**src/rtl/fb_arbiter_pkg.sv**
```systemverilog
// Shared definitions for the frame-buffer arbiter: grant-state encoding and
// read-owner tags carried through the in-flight pipeline.
package fb_arbiter_pkg;

    typedef enum logic [1:0] {
        IDLE       = 2'd0,
        GRANT_PIX  = 2'd1,
        GRANT_HOST = 2'd2,
        FORCE_HOST = 2'd3
    } grant_state_t;

    localparam logic TAG_PIX  = 1'b0;
    localparam logic TAG_HOST = 1'b1;

    function automatic logic is_host(input grant_state_t s);
        return (s == GRANT_HOST) || (s == FORCE_HOST);
    endfunction

endpackage

```
**src/rtl/fb_rd_tag_pipe.sv**
```systemverilog
// Two-stage delay line that tracks which requester owns each in-flight read,
// aligned with the SRAM read data two cycles after the transfer.
module fb_rd_tag_pipe
    import fb_arbiter_pkg::*;
(
    input  logic CLK,
    input  logic RST,
    input  logic issue_valid,
    input  logic issue_owner,
    output logic ret_valid,
    output logic ret_owner
);

    logic [1:0] valid_q;
    logic [1:0] owner_q;

    // NOTE: sequential state uses non-blocking assignments so every stage
    // samples the value from before the edge, not its neighbour's new value.
    always_ff @(posedge CLK) begin
        if (RST) begin
            valid_q <= 2'b00;
            owner_q <= {2{TAG_PIX}};
        end else begin
            valid_q <= {valid_q[0], issue_valid};
            owner_q <= {owner_q[0], issue_owner};
        end
    end

    assign ret_valid = valid_q[1];
    assign ret_owner = owner_q[1];

endmodule

```
**src/rtl/fb_arbiter.sv**
```systemverilog
// Frame-buffer SRAM arbiter between scanout and host, with VBLANK-dependent
// priority, a host starvation override, and registered SRAM command outputs.
module fb_arbiter
    import fb_arbiter_pkg::*;
#(
    parameter int ADDR_W     = 19,
    parameter int DATA_W     = 8,
    parameter int STARVE_MAX = 16
) (
    input  logic              CLK,
    input  logic              RST,
    input  logic              VBLANK,
    input  logic              PIX_REQ,
    input  logic [ADDR_W-1:0] PIX_ADDR,
    output logic              PIX_ACK,
    output logic              PIX_VALID,
    output logic [DATA_W-1:0] PIX_DATA,
    input  logic              HOST_REQ,
    input  logic              HOST_WE,
    input  logic [ADDR_W-1:0] HOST_ADDR,
    input  logic [DATA_W-1:0] HOST_WDATA,
    output logic              HOST_ACK,
    output logic              HOST_VALID,
    output logic [DATA_W-1:0] HOST_RDATA,
    output logic              MEM_EN,
    output logic              MEM_WE,
    output logic [ADDR_W-1:0] MEM_ADDR,
    output logic [DATA_W-1:0] MEM_WDATA,
    input  logic [DATA_W-1:0] MEM_RDATA
);

    localparam int               CNT_W   = $clog2(STARVE_MAX + 1);
    localparam logic [CNT_W-1:0] CNT_MAX = CNT_W'(STARVE_MAX);

    grant_state_t     state_q, state_d;
    logic [CNT_W-1:0] starve_cnt;
    logic             starved;
    logic             ret_valid, ret_owner;
    logic [DATA_W-1:0] pix_data_q, host_rdata_q;

    assign starved = HOST_REQ && (starve_cnt == CNT_MAX);

    always_ff @(posedge CLK) begin
        if (RST) state_q <= IDLE;
        else     state_q <= state_d;
    end

    // NOTE: every always_comb output gets a default first, so no path can
    // leave it unassigned and infer a latch.
    always_comb begin
        state_d = IDLE;
        if (RST) begin
            state_d = IDLE;
        end else if (starved) begin
            state_d = FORCE_HOST;
        end else if (VBLANK) begin
            if (HOST_REQ)     state_d = GRANT_HOST;
            else if (PIX_REQ) state_d = GRANT_PIX;
        end else begin
            if (PIX_REQ)       state_d = GRANT_PIX;
            else if (HOST_REQ) state_d = GRANT_HOST;
        end
    end

    always_comb begin
        PIX_ACK  = (state_d == GRANT_PIX);
        HOST_ACK = is_host(state_d);
    end

    // Cleared whenever the host is served or stops asking.
    always_ff @(posedge CLK) begin
        if (RST || !HOST_REQ || HOST_ACK) starve_cnt <= '0;
        else if (starve_cnt != CNT_MAX)   starve_cnt <= starve_cnt + 1'b1;
    end

    // The registered winner of the previous cycle is the SRAM enable.
    assign MEM_EN = (state_q != IDLE);

    always_ff @(posedge CLK) begin
        if (RST) begin
            MEM_WE    <= 1'b0;
            MEM_ADDR  <= '0;
            MEM_WDATA <= '0;
        end else if (PIX_ACK) begin
            MEM_WE    <= 1'b0;
            MEM_ADDR  <= PIX_ADDR;
        end else if (HOST_ACK) begin
            MEM_WE    <= HOST_WE;
            MEM_ADDR  <= HOST_ADDR;
            MEM_WDATA <= HOST_WDATA;
        end else begin
            MEM_WE    <= 1'b0;
        end
    end

    fb_rd_tag_pipe u_tag_pipe (
        .CLK         (CLK),
        .RST         (RST),
        .issue_valid (PIX_ACK || (HOST_ACK && !HOST_WE)),
        .issue_owner (HOST_ACK ? TAG_HOST : TAG_PIX),
        .ret_valid   (ret_valid),
        .ret_owner   (ret_owner)
    );

    assign PIX_VALID  = ret_valid && (ret_owner == TAG_PIX);
    assign HOST_VALID = ret_valid && (ret_owner == TAG_HOST);

    always_ff @(posedge CLK) begin
        if (RST) begin
            pix_data_q   <= '0;
            host_rdata_q <= '0;
        end else begin
            if (PIX_VALID)  pix_data_q   <= MEM_RDATA;
            if (HOST_VALID) host_rdata_q <= MEM_RDATA;
        end
    end

    // Read data passes straight through on its VALID cycle and holds after.
    assign PIX_DATA   = PIX_VALID  ? MEM_RDATA : pix_data_q;
    assign HOST_RDATA = HOST_VALID ? MEM_RDATA : host_rdata_q;

endmodule

```
**config.mk**
```make
export PLATFORM = sky130hd
export DESIGN_NAME = fb_arbiter
export DESIGN_NICKNAME = d
export VERILOG_FILES = /design/src/rtl/fb_arbiter_pkg.sv /design/src/rtl/fb_rd_tag_pipe.sv /design/src/rtl/fb_arbiter.sv
export SDC_FILE = /design/constraint.sdc
export NUM_CORES = 1
export LEC_CHECK = 0
export CORE_MARGIN = 1
export CORE_UTILIZATION = 37
export CTS_CLUSTER_SIZE = 24
export DETAILED_ROUTE_END_ITERATION = 8
export GPL_ROUTABILITY_DRIVEN = 0
export PLACE_DENSITY = 0.8
export SYNTH_ARGS = -nofsm -noshare
export SYNTH_HDL_FRONTEND = slang
export SYNTH_SLANG_ARGS = --single-unit
```
**constraint.sdc**
```tcl
create_clock -name CLK -period 1.65 [get_ports CLK]
set_input_delay 0.4125 -clock CLK [delete_from_list [all_inputs] [get_ports CLK]]
set_output_delay 0.4125 -clock CLK [all_outputs]
set_load 0.02 [all_outputs]
```
==> impl_metrics.csv <==
group,metric,value,unit
worst_setup_path,crit_fanout,3,
final_layout,seqCellArea,1110,um2
placement,io_buffers,108,
clock_network,cts_tree,"done",
floorplanning,fp.dieH,82.1,um
sta,max_freq,559,MHz
logic_synthesis,synth.top_cells.by_area,"dfxtp_1 46%, nor2b_1 13%, nor3_1 8.2%",
hold_path,min_path_type,"flip-flop to flip-flop",
logic_synthesis,syn_avg_cell_area,9.89,um2
final_layout,diodes,0,
final_layout,final_cell_count_no_fill,438,
floorplanning,start_util,0.392,
logic_synthesis,synth_top_cell_area_share,0.464,
logic_synthesis,synthAdderAreaFrac,0.0105,
sta,setup_viol_count_final,18,
worst_setup_path,cp-start-kind,"flip-flop",
global_route,grt_antenna_before_repair,0,
logic_synthesis,syn-instance-count,240,
clock_network,clk_pin_slew,0.09,ns
route,vias_per_cell,4.85,
final_layout,fillerInstances,532,
logic_synthesis,synth_top_family_by_area,"simple AND/OR/NAND/NOR gates",
final_layout,nNetsFinal,424,
clock_network,cts_sinks,55,
power,pwr_density_cell,746,nW/um2
floorplanning,core_area,6060,um2
hold_path,hold_start,"u_tag_pipe.owner_q[0]",
global_route,grt_pass1_vias,2150,
route,wirelength,6170,um
clock_network,cts_setup_buffers,0,
logic_synthesis,netlist_area,2370,um2
route,dr_wl_met3,525,um
logic_synthesis,synth_area_leader_cell,"dfxtp_1",
worst_setup_path,rr_endpoint,"MEM_WDATA[1]",
logic_synthesis,synthMuxAreaShare,0.123,
hold_path,min_to,"u_tag_pipe.owner_q[1]",
floorplanning,dieArea,6740,um2
global_route,grt_pass1_wl,9540,um
worst_setup_path,rrSetupSlack,0.10,ns
final_layout,multi_input_area,1250,um2
clock_network,cts_root_buffer,"clkbuf_8",
run_status,violations,"setup timing",
sta,timing.final.ws_setup,-0.140,ns
placement,hpwlAfterDp,4440,um
route,ant_nets,0,
floorplanning,dieWidth,82.1,um
route,top_layer,"met4",
sta,slew_headroom,0.749,
run_status,status,"finished with violations",
clock_network,clk_latency,0.30,ns
worst_setup_path,worst_ep_arrival_time,1.38,ns
run,cap_violations,0,
sta,holdWs,0.444,ns
global_route,track_usage,0.188,
sta,final_max_slew_viol_count,0,
sta,worst_pin_slew,0.376,ns
logic_synthesis,ys_ff_latch,55,
worst_setup_path,critPathCaptureType,"output pin",
logic_synthesis,synth-xor-area-share,0.0111,
clock_network,cts_buffer_depth,2,
worst_setup_path,crit_type,"flip-flop to output pin",
power,ir_drop,0.000509,V
sta,layout_min_cycle_time,1.79,ns
global_route,grt_max_degree,39,
logic_synthesis,ys_seq_area_frac,0.464,
sta,timing.final.crit_share,1.08,
sta,hold_violations,0,
logic_synthesis,synth_warnings,0,
logic_synthesis,ys_types,26,
final_layout,drive_above_1_share,0.259,
clock_network,htree_levels,2,
hold_path,hold_depth,1,
placement,dpl_worst_slack,-0.763,ns
clock_network,cts-buffers-inserted,5,
final_layout,syn_to_final_growth,60.7,%
route,dr.pass1.iters,4,
route,vias,2124,
route,dr.first_iter.drc_count,40,
logic_synthesis,synth_compound_area_frac,0.0843,
worst_setup_path,required,1.24,ns
power,p_total,2850,uW
worst_setup_path,r2r_cells,6,
route,drc,0,
placement,dpl.cell_count,430,
global_route,gr-total-overflow,0,
worst_setup_path,reg2reg_from,"starve_cnt[1]",
sta,fin_skew,0.00464,ns
logic_synthesis,syn_nets,302,
route,routedWlPerCell,14.1,um
floorplanning,rows,28,
sta,grt_setup_unrepaired,"yes",
power,p_leak,0.00175,uW
route,wl_met2,3010,um
route,wl_met1,2540,um
logic_synthesis,synthSimpleGateAreaFrac,0.257,
floorplanning,io_pins,109,
==> layout make-up <==
cell class,count,share of cell area
timing repair buffer,132,0.326
tap,75,0.0246
inverter,9,0.00885
clock inverter,2,0.00328
sequential,55,0.290
clock buffer,6,0.0190
multi-input combinational,159,0.329
==> timing repair <==
action | CTS | global route
gates resized for setup | 138 | 34
hold buffers | 0 | 0
endpoints found under the setup margin | 56 | 22
pin swaps | 2 | 0
==> cell usage after synthesis (all sizes together) <==
cell and instances:
dfxtp 55, nor2b 48, nor3 40, mux2 24
o22a 19, clkbuf 10, inv 9, nor2 8
buf 7, nand3 3, a21oi 2, ha 2
nand2 2, nand2b 2, xor2 2, a211oi 1
a22oi 1, and4bb 1, nand4bb 1, o21ai 1
or2 1, xnor2 1
==> critical path: stages (launching register included) <==
cell      delay (ns)
dfxtp_2         0.34
nand2b_4        0.16
buf_6           0.13
mux2_4          0.31
buf_6           0.13
==> worst max-delay path by stage <==
| stage | from | to | slack (ns) | cells after the start |
|---|---|---|---|---|
| 5_1_grt | u_tag_pipe.valid_q[1] | HOST_RDATA[0] | -0.19 | 4 |
| 3_3_place_gp | PIX_REQ | PIX_ACK | -0.73 | 5 |
| 4_1_cts | u_tag_pipe.owner_q[1] | PIX_DATA[4] | -0.18 | 4 |
| 2_1_floorplan | starve_cnt[0] | PIX_ACK | 0.007 | 6 |
| 6_report | u_tag_pipe.owner_q[1] | PIX_DATA[2] | -0.14 | 4 |
| 3_5_place_dp | PIX_REQ | PIX_ACK | -0.76 | 5 |
==> flip-flops by register name (all words and copies together) (netlist names) <==
name,cells
MEM_ADDR,19
MEM_WDATA,8
host_rdata_q,8
pix_data_q,8
starve_cnt,5
state_q,2
u_tag_pipe.owner_q,2
u_tag_pipe.valid_q,2
MEM_WE,1
==> routing by layer <==
metal  global-route usage  up-vias
met3               0.0670       11
li1                     -     1061
met4               0.0632        0
met5                    0        -
met1                0.209      969
met2                0.331       83
==> where the power goes <==
group | switching (uW) | total (uW) | internal (uW) | leakage, uW
Clock | 422 | 720 | 298 | 0.0000412
Sequential | 34.1 | 1440 | 1410 | 0.000455
Combinational | 311 | 686 | 375 | 0.00126
==> cells by family (layout without fill, tap and decap cells) <==
family,after synthesis,after routing
xor+xnor,3,3
simple gates,106,106
buf+inv,26,149
mux,24,24
flops,55,55
compound gates,24,24
fa+ha+maj,2,2
==> cells in the final DEF, fill, tap and decap left out, drive strengths merged, types with 2 or more instances in the layout <==
master         Yosys  layout
a21oi              2       2
buf                7      45
clkbuf            10       7
clkdlybuf4s50      0      55
dfxtp             55      55
dlygate4sd2        0      30
ha                 2       2
inv                9       9
mux2              24      24
nand2              2       2
nand2b             2       2
nand3              3       3
nor2               8       8
nor2b             48      48
nor3              40      40
o22a              19      19
xor2               2       2
==> through the flow <==
stage | area [um2] | setup TNS, ns | utilization
after floorplan | 2380 | 0 | -
after global placement | 3680 | -16.52 | 0.607
after detailed placement | 3680 | -18.02 | 0.607
after CTS | 3730 | -2.82 | 0.616
after global routing | 3820 | -3.14 | 0.630
final | 3820 | -2.10 | 0.630
(Power assumes the default switching activity.)
